`src/rtl/shared_bus_arbiter.sv`:
```
// Round-robin arbiter owning the select of one shared WIDTH-bit bus net.
// Grants are held up to MAX_HOLD cycles while others wait; the owner's lock
// bit extends a grant indefinitely for atomic multi-cycle transfers.
module shared_bus_arbiter #(
  parameter int unsigned N_REQ    = 4,
  parameter int unsigned WIDTH    = 16,
  parameter int unsigned MAX_HOLD = 8
) (
  input  logic                       clk,
  input  logic                       rst,
  input  logic [N_REQ-1:0]           req,
  input  logic [N_REQ-1:0]           lock,
  input  logic [N_REQ*WIDTH-1:0]     wdata,
  output logic [N_REQ-1:0]           gnt,
  output logic [$clog2(N_REQ)-1:0]   owner,
  output logic                       busy,
  output logic [WIDTH-1:0]           bus_data,
  output logic                       handover
);

  localparam int unsigned OW = $clog2(N_REQ);
  localparam int unsigned HW = $clog2(MAX_HOLD + 1);
  localparam logic [N_REQ-1:0] ONE = N_REQ'(1);

  typedef enum logic {IDLE, OWNED} state_e;

  state_e           state_q, state_d;
  logic [N_REQ-1:0] gnt_q, gnt_d;
  logic [OW-1:0]    owner_q, owner_d;
  logic [OW-1:0]    ptr_q, ptr_d;
  logic [HW-1:0]    hold_q, hold_d;
  logic             busy_q, busy_d;
  logic             handover_q, handover_d;

  logic [OW-1:0]    ptr_inc;
  logic [N_REQ-1:0] others;
  logic [OW-1:0]    sel_idle;
  logic [OW-1:0]    sel_rel;
  logic             rel;

  // First requester at or after start, wrapping modulo N_REQ.
  function automatic logic [OW-1:0] pick(input logic [N_REQ-1:0] r,
                                         input logic [OW-1:0]    start);
    logic [OW-1:0] res;
    logic          found;
    int unsigned   idx;
    res   = '0;
    found = 1'b0;
    for (int unsigned k = 0; k < N_REQ; k++) begin
      idx = (32'(start) + k) % N_REQ;
      if (!found && r[idx]) begin
        res   = OW'(idx);
        found = 1'b1;
      end
    end
    return res;
  endfunction

  assign ptr_inc  = OW'((32'(owner_q) + 32'd1) % N_REQ);
  assign others   = req & ~gnt_q;
  assign sel_idle = pick(req, ptr_q);
  assign sel_rel  = pick(req, ptr_inc);
  assign rel      = !req[owner_q] ||
                    (!lock[owner_q] && (hold_q == HW'(MAX_HOLD)) && (|others));

  // State and registered outputs.
  always_ff @(posedge clk or posedge rst) begin
    if (rst) begin
      state_q    <= IDLE;
      gnt_q      <= '0;
      owner_q    <= '0;
      ptr_q      <= '0;
      hold_q     <= '0;
      busy_q     <= 1'b0;
      handover_q <= 1'b0;
    end else begin
      state_q    <= state_d;
      gnt_q      <= gnt_d;
      owner_q    <= owner_d;
      ptr_q      <= ptr_d;
      hold_q     <= hold_d;
      busy_q     <= busy_d;
      handover_q <= handover_d;
    end
  end

  // Next-state: grant from idle, release/preempt with zero-bubble regrant, or hold.
  always_comb begin
    state_d    = state_q;
    gnt_d      = gnt_q;
    owner_d    = owner_q;
    ptr_d      = ptr_q;
    hold_d     = hold_q;
    busy_d     = busy_q;
    handover_d = 1'b0;
    case (state_q)
      IDLE: begin
        if (|req) begin
          gnt_d   = ONE << sel_idle;
          owner_d = sel_idle;
          busy_d  = 1'b1;
          hold_d  = HW'(1);
          state_d = OWNED;
        end
      end
      OWNED: begin
        if (rel) begin
          ptr_d = ptr_inc;
          if (|others) begin
            gnt_d      = ONE << sel_rel;
            owner_d    = sel_rel;
            hold_d     = HW'(1);
            handover_d = 1'b1;
          end else begin
            gnt_d   = '0;
            busy_d  = 1'b0;
            hold_d  = '0;
            state_d = IDLE;
          end
        end else if (hold_q != HW'(MAX_HOLD)) begin
          hold_d = hold_q + HW'(1);
        end
      end
      default: state_d = IDLE;
    endcase
  end

  // Shared net: only the owner's slice ever reaches the bus.
  always_comb begin
    bus_data = '0;
    for (int unsigned i = 0; i < N_REQ; i++) begin
      if (busy_q && (owner_q == OW'(i))) bus_data = wdata[i*WIDTH +: WIDTH];
    end
  end

  assign gnt      = gnt_q;
  assign owner    = owner_q;
  assign busy     = busy_q;
  assign handover = handover_q;

endmodule

```
`config.mk`:
```
export PLATFORM = sky130hd
export DESIGN_NAME = shared_bus_arbiter
export DESIGN_NICKNAME = d
export VERILOG_FILES = /design/src/rtl/shared_bus_arbiter.sv
export SDC_FILE = /design/constraint.sdc
export NUM_CORES = 1
export LEC_CHECK = 0
export CORE_MARGIN = 2
export CORE_UTILIZATION = 37
export DETAILED_ROUTE_END_ITERATION = 7
export PLACE_DENSITY = 0.8
export SKIP_CTS_REPAIR_TIMING = 1
export SLEW_MARGIN = 10
export SYNTH_ARGS = -nofsm -noshare
export SYNTH_HDL_FRONTEND = slang
export SYNTH_SLANG_ARGS = --single-unit
```
`constraint.sdc`:
```
create_clock -name clk -period 2.5 [get_ports clk]
set_input_delay 0.375 -clock clk [delete_from_list [all_inputs] [get_ports clk]]
set_output_delay 0.375 -clock clk [all_outputs]
set_load 0.01 [all_outputs]
```
After elaboration in Yosys (flattened, before gate mapping) --
Cells that the tools add are included.
Word-level totals: output and inout bits 24, logic and storage cells 129, memories 0, RAM bits 0, bits in latches 0, bits in registers 15, bits in read-only memories 0, input port bits 74
Cells by class: div/mod/pow operators 0, magnitude comparators 9, add/subtract/negate cells 8, reductions and logical operators 29, multipliers 0, shifts and indexed selects 2, equal/unequal tests 10, bitwise operators 3, multiplexer cells 61
Operator list (count):
- two-way mux 16 bit | 4
- < comparator 2 x 3 -> 1 bit (second input constant) | 9
- two-way mux 1 bit | 25
- two-way mux 4 bit | 6
- two-way mux 2 bit | 11
- binary-select mux 1 bit (select 2 bit) | 10
- one-hot mux 4 bit (2 select lines) | 2
- logical AND 1 bit | 12
- adder 2 bit (second input constant) | 4
- logical NOT 1 bit | 8
- OR reduction 4 bit | 2
- << shifter 1 x 2 -> 4 bit (first input constant) | 2
- adder 2 x 1 -> 2 bit (second input constant) | 3
- AND reduction 2 bit | 3
- AND reduction 3 bit | 2
- adder 4 x 1 -> 4 bit (second input constant) | 1
- bitwise AND 4 bit | 1
- == test 2 bit (second input constant) | 2
- == test 4 bit (second input constant) | 1
- inequality test 2 x 1 -> 1 bit (second input constant) | 2
- inequality test 2 bit (second input constant) | 2
- inequality test 4 bit (second input constant) | 1
- NOT 4 bit | 1
- one-hot mux 1 bit (2 select lines) | 2
- other kinds (6) | 6

Longest topological paths before layout --
Gate-level depths: netlist (run 1).
depth in word-level cells 17, gate-level depth with buffers 9, gate-level depth less buffers 7

Worst setup path after synthesis (run 1) --
No wires, ideal clock.
path kind register -> output, start point register owner_q[0], in the netlist owner[0], end point output port bus_data[10], cell stages (with the launch flop) 10, arrival time 1.956 ns, buffers on the path 2, data required time 2.125 ns, path slack 0.169 ns, cells stage by stage dfrtp_1 -> buf_6 -> inv_1 -> ha_1 -> nand2_1 -> nor2_1 -> clkbuf_1 -> a221o_1 -> o21ai_0 -> o21ai_0
On the way: longest elaborated chain between the ends 6, elaborated cells between the ends (all ways) 12, those cells by class 3 x eq/ne; 4 x mux; 5 x reduce/logical
RTL lines:
- from (decl) | RTL line 29 | logic [OW-1:0] owner_q, owner_d;
- from (signal assigned) | RTL line 79 | owner_q <= owner_d;
- logical NOT 2 bit | RTL line 132 | if (busy_q && (owner_q == OW'(i))) bus_data = wdata[i*WIDTH +: WIDTH];
- logical AND 1 bit | RTL line 132
- two-way mux 16 bit (3 in series) | RTL line 132
- two-way mux 16 bit * | RTL line 132
- to (decl) | RTL line 17 | output logic [WIDTH-1:0] bus_data,
Mark *: on every way between the ends. The rest lies on a longest branch, timed or not.

Worst setup path in the final report (run 1) --
start point register owner_q[0], in the netlist owner[0], end point output port bus_data[3]
Same word-level chain as after synthesis.

==> impl_metrics.tcl, run 1 <==
set metrics [dict create \
    arrival_ns 1.98 \
    critical_path.most_common_cell "o21ai_0" \
    crit_chain "inv_1 -> ha_1 -> nand2_1 -> nor2_2 -> buf_2 -> buf_4 -> a221o_1 -> o21ai_0 -> o21ai_0 -> dlymetal6s2s_1" \
    nets 373 \
    grt_pass1_vias 1752 \
    worstMarginPinSlew_ns 0.584 \
    ys.flop_type "dfrtp_1" \
    hold_viol 0 \
    drive_gt1_share_pct 10.6 \
    p_switching_mw 1.15 \
    core-area_um2 3970 \
    crit_type "register to output port" \
    grt_usage_pct 23.3 \
    antenna_cells 0 \
    fp.dieH_um 68.1 \
    finalCritPeriodShare_pct 94.1 \
    ys_ff_latch 15 \
    maxCapViolations 0 \
    synth_cell_types 43 \
    drt_iter0_drc 130 \
    design_area_um2 2690 \
    via_per_inst 5.60 \
    layout_commonest_cell "clkdlybuf4s50_1" \
    seq_power_share_pct 16.3 \
    synth_edf_count 0 \
    die_w_um 68.1 \
    ys_warn_count 0 \
    grt_setup_unrepaired "false" \
    insertion_delay_ns 0.25 \
    irDropWorstVdd_mv 0.581 \
    grt_pass1_wl_um 8270 \
    cts_tree "yes" \
    syn-num-nets 271 \
    p_comb_share_pct 76.6 \
    hold_path.class "input port to async pin" \
    synth_area_um2 1520 \
    swShare_pct 41.7 \
    slew_violations 0 \
    initial_core_util_pct 38.2 \
    p_int_mw 1.61 \
    fin_ws_ns 0.148 \
    clockRootBuffer "clkbuf_8" \
    postSynthCellCount 191 \
    syn_to_final_growth_pct 77.1 \
    post-route-min-period_ns 2.35 \
    dpl.hpwl_um 4390 \
    ys_seq_area_share_pct 24.7 \
    power.share.clock_pct 7.2 \
    end_kind "output port" \
    max_stage_delay_ns 0.38 \
    max-slew-margin-rel_pct 61.0 \
    first_pass_iters 4 \
    grt_max_degree 33 \
    via_count 1915 \
    dpl-instance-area_um2 2570 \
    cp.required_ns 2.12 \
    layout_common_cells "clkdlybuf4s50_1, o21ai_0, nand2_1, a221o_1, dlymetal6s2s_1" \
    gp_congestion 0.936 \
    ys_async_sr_fraction_pct 100 \
    clkTransAtPathRegs_ns 0.06 \
    slowest_stage "dfrtp_1" \
    antenna_found_initial 0 \
    avgSynthCellArea_um2 7.95 \
    leakage_nw 1.29 \
    cp_max_fo 7 \
    powerDensity_nw_per_um2 1030 \
    fin_skew_ns 0.000751 \
    wl_per_cell_um 16.4 \
    crit_path_start_kind "register" \
    gr-total-overflow 0 \
    outcome "finished, final reports clean" \
    post-place-ws_ns -0.0673 \
    clock_path_buffers 2 \
    port_buffers 97 \
    row_count 23 \
    wl_um 5610 \
    ant_nets 0 \
    drc 0 \
    finalSetupViolations 0 \
    cts.sink_count 15 \
    fmax_ghz 0.425 \
    io_pins 98 \
    cts-buffers-inserted 3 \
    dieArea_um2 4630 \
    htree_levels 1 \
]
==> cells by family after synthesis <==
| family | synth area share, % |
|---|---|
| buffers and inverters | 5.77 |
| multiplexers | 7.58 |
| AO/OA/AOI/OAI | 38.6 |
| adder cells (fa/ha/maj) | 4.94 |
| AND/OR/NAND/NOR | 18.5 |
| flip-flops | 24.7 |
==> state kept, by name (all words and copies together), names as in the netlist <==
signal,flops
busy,1
gnt,4
hold_q,4
owner,2
handover,1
state_q,1
ptr_q,2
==> worst paths after layout <==
kind,startpoint,to,depth (start not counted),slack (ns)
setup / recovery,owner[0],bus_data[3],10,0.15
hold / removal,rst,handover,2,0.48
setup reg to reg,owner[0],gnt[0],6,0.41
hold reg to reg,hold_q[2],hold_q[2],1,0.53
max in group asynchronous,rst,gnt[1],2,1.63
min in group clk,hold_q[2],hold_q[2],1,0.53
==> metal layers <==
metal  global-route usage, %  routed length [µm]
met1                    27.7                2190
met2                    41.6                2660
met3                    5.92                 683
met4                    5.50                  74
met5                       0                   0
==> Yosys cell counts (3+ instances only) <==
library cell / n / share of area, %
o21ai_0: 39 / 13
nand2_1: 24 / 5.9
a21oi_1: 8 / 2.6
ha_1: 6 / 4.9
nand2b_1: 7 / 2.9
inv_1: 8 / 2.0
clkbuf_1: 10 / 2.5
and2_1: 6 / 2.5
a221o_1: 16 / 11
mux2_2: 4 / 3.0
nor2_1: 5 / 1.2
o31ai_1: 3 / 1.5
dfrtp_1: 15 / 25
nor4_1: 3 / 1.2
==> critical path, delay by kind of cell (launching register included) <==
family | cells | cell delay, ns
DFF | 1 | 0.38
and+or+nand+nor | 2 | 0.11
adders and majority gates | 1 | 0.20
buffers and inverters | 4 | 0.58
AOI/OAI and AO/OA | 3 | 0.45
==> power groups by stage <==
stage	Clock, mW	Combinational, mW	Sequential [mW]
after CTS	0.204	2.11	0.445
after floorplan	0	1.16	0.460
final	0.198	2.12	0.449
after detailed placement	0	2.10	0.447
after global placement	0	2.08	0.445
after global routing	0.209	2.31	0.467
==> metrics by stage <==
stage	power (mW)	hold slack, ns	std cells	utilization, %	setup TNS (ns)
after floorplan	1.62	0.276	191	-	0
after CTS	2.76	0.511	339	65.9	-4.75
final	2.76	0.484	342	67.7	0
after global placement	2.52	0.511	335	64.7	-0.120
after detailed placement	2.55	0.519	335	64.7	-0.333
after global routing	2.99	0.555	342	67.7	0
==> area by class of cell <==
type	instances	area, µm²
multi-input combinational	155	1070
timing repair buffer	110	1110
clock buffer	3	41.3
inverter	8	30.0
sequential	15	375
tap	50	62.6
fill	323	1280
clock inverter	1	5.00
Power figures use the tool's default switching activity.
==> inputs of run 2 (changes only) <==
Settings changed: HOLD_SLACK_MARGIN set to 0.08.
==> results of run 2 <==
Final layout, timing and power as in run 1 (identical DEF).
==> inputs of run 3 (changes only) <==
Settings changed: CORE_UTILIZATION 37 to 33, PLACE_DENSITY 0.8 to 0.75.
Clock period 2.5 ns to 2 ns, I/O delays scaled along.
==> run 3 against run 2 <==
Effect of this change:
- sequential power rose by 29%
- sequential cell count did not move
- utilization shrank 1.4 points
- total power rose by 41%
- the flow now finishes with violations (setup timing)
- clock power grew 28%
- largest power group unchanged
- highest routed layer unchanged
==> impl_metrics.tcl, run 3 (synthesized netlist as in run 1, its figures left out) <==
set metrics [dict create \
    wl_per_cell_um 16.7 \
    die_w_um 71.8 \
    r2r-start "owner[0]" \
    crit_start "owner[1]" \
    outcome "finished, violations left" \
    grt_pass1_wl_um 8970 \
    via_count 1989 \
    slowest_stage "dfrtp_2" \
    fmax_ghz 0.470 \
    initial_core_util_pct 34.6 \
    clkTransAtPathRegs_ns 0.07 \
    clockRootBuffer "clkbuf_8" \
    finalSetupViolations 22 \
    grt_pass1_vias 1839 \
    fp.dieH_um 71.8 \
    drt_iter0_drc 120 \
    critical_path.most_common_cell "o21ai_1" \
    layout_commonest_cell "clkdlybuf4s50_1" \
    fin_ws_ns -0.126 \
    port_buffers 97 \
    seq_power_share_pct 14.8 \
    cp_max_fo 8 \
    cts.sink_count 15 \
    worstMarginPinSlew_ns 0.592 \
    end_kind "output port" \
    drive_gt1_share_pct 25.2 \
    power.share.clock_pct 6.5 \
    maxCapViolations 0 \
    crit_type "register to output port" \
    io_pins 98 \
    ant_nets 0 \
    cts-buffers-inserted 3 \
    via_per_inst 5.43 \
    syn_to_final_growth_pct 91.4 \
    fin_cells 366 \
    max_stage_delay_ns 0.37 \
    crit_path_start_kind "register" \
    first_pass_iters 4 \
    hold_path.class "input port to async pin" \
    swShare_pct 42.0 \
    cp.required_ns 1.70 \
    post-place-ws_ns -0.477 \
    grt_setup_unrepaired "true" \
    violations "setup timing" \
    antenna_cells 0 \
    insertion_delay_ns 0.25 \
    htree_levels 1 \
    irDropWorstVdd_mv 0.799 \
    powerDensity_nw_per_um2 1340 \
    p_int_mw 2.27 \
    leakage_nw 1.24 \
    grt_max_degree 33 \
    core-area_um2 4380 \
    fin_skew_ns 0.00676 \
    antenna_found_initial 0 \
    clock_path_buffers 2 \
    crit_chain "inv_2 -> buf_6 -> ha_4 -> nand2_2 -> nor2_4 -> clkbuf_16 -> a221o_1 -> o21ai_1 -> o21ai_1 -> buf_2" \
    p_comb_share_pct 78.7 \
    hold_viol 0 \
    finalCritPeriodShare_pct 106 \
    slew_violations 0 \
    num-fill-cells 371 \
    drc 0 \
    dieArea_um2 5160 \
    gp_congestion 0.884 \
    arrival_ns 1.83 \
    grt_usage_pct 22.1 \
    cts_tree "yes" \
    p_switching_mw 1.64 \
    row_count 24 \
    nets 395 \
    placed_cells 359 \
    gr-total-overflow 0 \
    post-route-min-period_ns 2.13 \
    max-slew-margin-rel_pct 60.5 \
    wl_um 6100 \
    dpl.hpwl_um 4760 \
    layout_common_cells "clkdlybuf4s50_1, o21ai_1, buf_4, nand2_1, a221o_1" \
]
==> run 3: cell count changes in the layout (fill, tap and decap cells not counted), sizes merged <==
| cell | previous run | this run |
|---|---|---|
| buf | 13 | 48 |
| dlymetal6s2s | 16 | 0 |
| clkbuf | 3 | 7 |
| clkinv | 1 | 0 |
==> run 3: worst paths after layout <==
kind                       cells after the start  slack (ns)     endpoint
setup / recovery                              10       -0.13  bus_data[5]
hold / removal                                 2        0.42     ptr_q[1]
setup reg to reg                               6       -0.11       gnt[3]
hold reg to reg                                1        0.54       gnt[3]
max in group asynchronous                      2        1.17     owner[1]
min in group clk                               1        0.54       gnt[3]
==> run 3: power by group through the flow <==
stage	combinational [mW]	clock (mW)	sequential, mW
after CTS	2.97	0.258	0.564
after detailed placement	2.96	0	0.567
after global routing	3.33	0.272	0.597
after floorplan	1.52	0	0.577
final	3.07	0.254	0.580
after global placement	2.92	0	0.559
==> run 3: critical path, delay by kind of cell, from the launching register on <==
kind                       cells  cell delay, ns
buffers and inverters          4            0.45
and+or+nand+nor                2            0.12
DFF                            1            0.37
adders and majority gates      1            0.14
AOI/OAI and AO/OA              3            0.48
==> run 3: metrics by stage <==
step           power [mW]  TNS (ns)  hold slack, ns  instance area, µm²  util, %
2_1_floorplan        2.10         0           0.201                1550        -
3_3_place_gp         3.48     -7.70           0.517                2780     63.4
3_5_place_dp         3.53     -9.28           0.525                2780     63.4
4_1_cts              3.79    -12.32           0.434                2820     64.4
5_1_grt              4.20     -4.20           0.490                2910     66.3
6_report             3.91     -2.06           0.415                2910     66.3
==> run 3: area by class of cell <==
class	count	area (µm²)	area share, %
multi-input cells	155	1160	39.9
clock buffers	4	45.0	1.55
well taps	52	65.1	2.24
inverters	8	30.0	1.03
flip-flops and latches	15	378	13.0
repair buffers	132	1230	42.2
==> run 3: metal layers <==
| metal | track usage [%] | vias to the layer above | wire, µm |
|---|---|---|---|
| li1 | - | 981 | - |
| met2 | 37.8 | 96 | 2810 |
| met5 | 0 | - | 0 |
| met4 | 5.87 | 0 | 89 |
| met1 | 27.7 | 903 | 2600 |
| met3 | 5.63 | 9 | 604 |
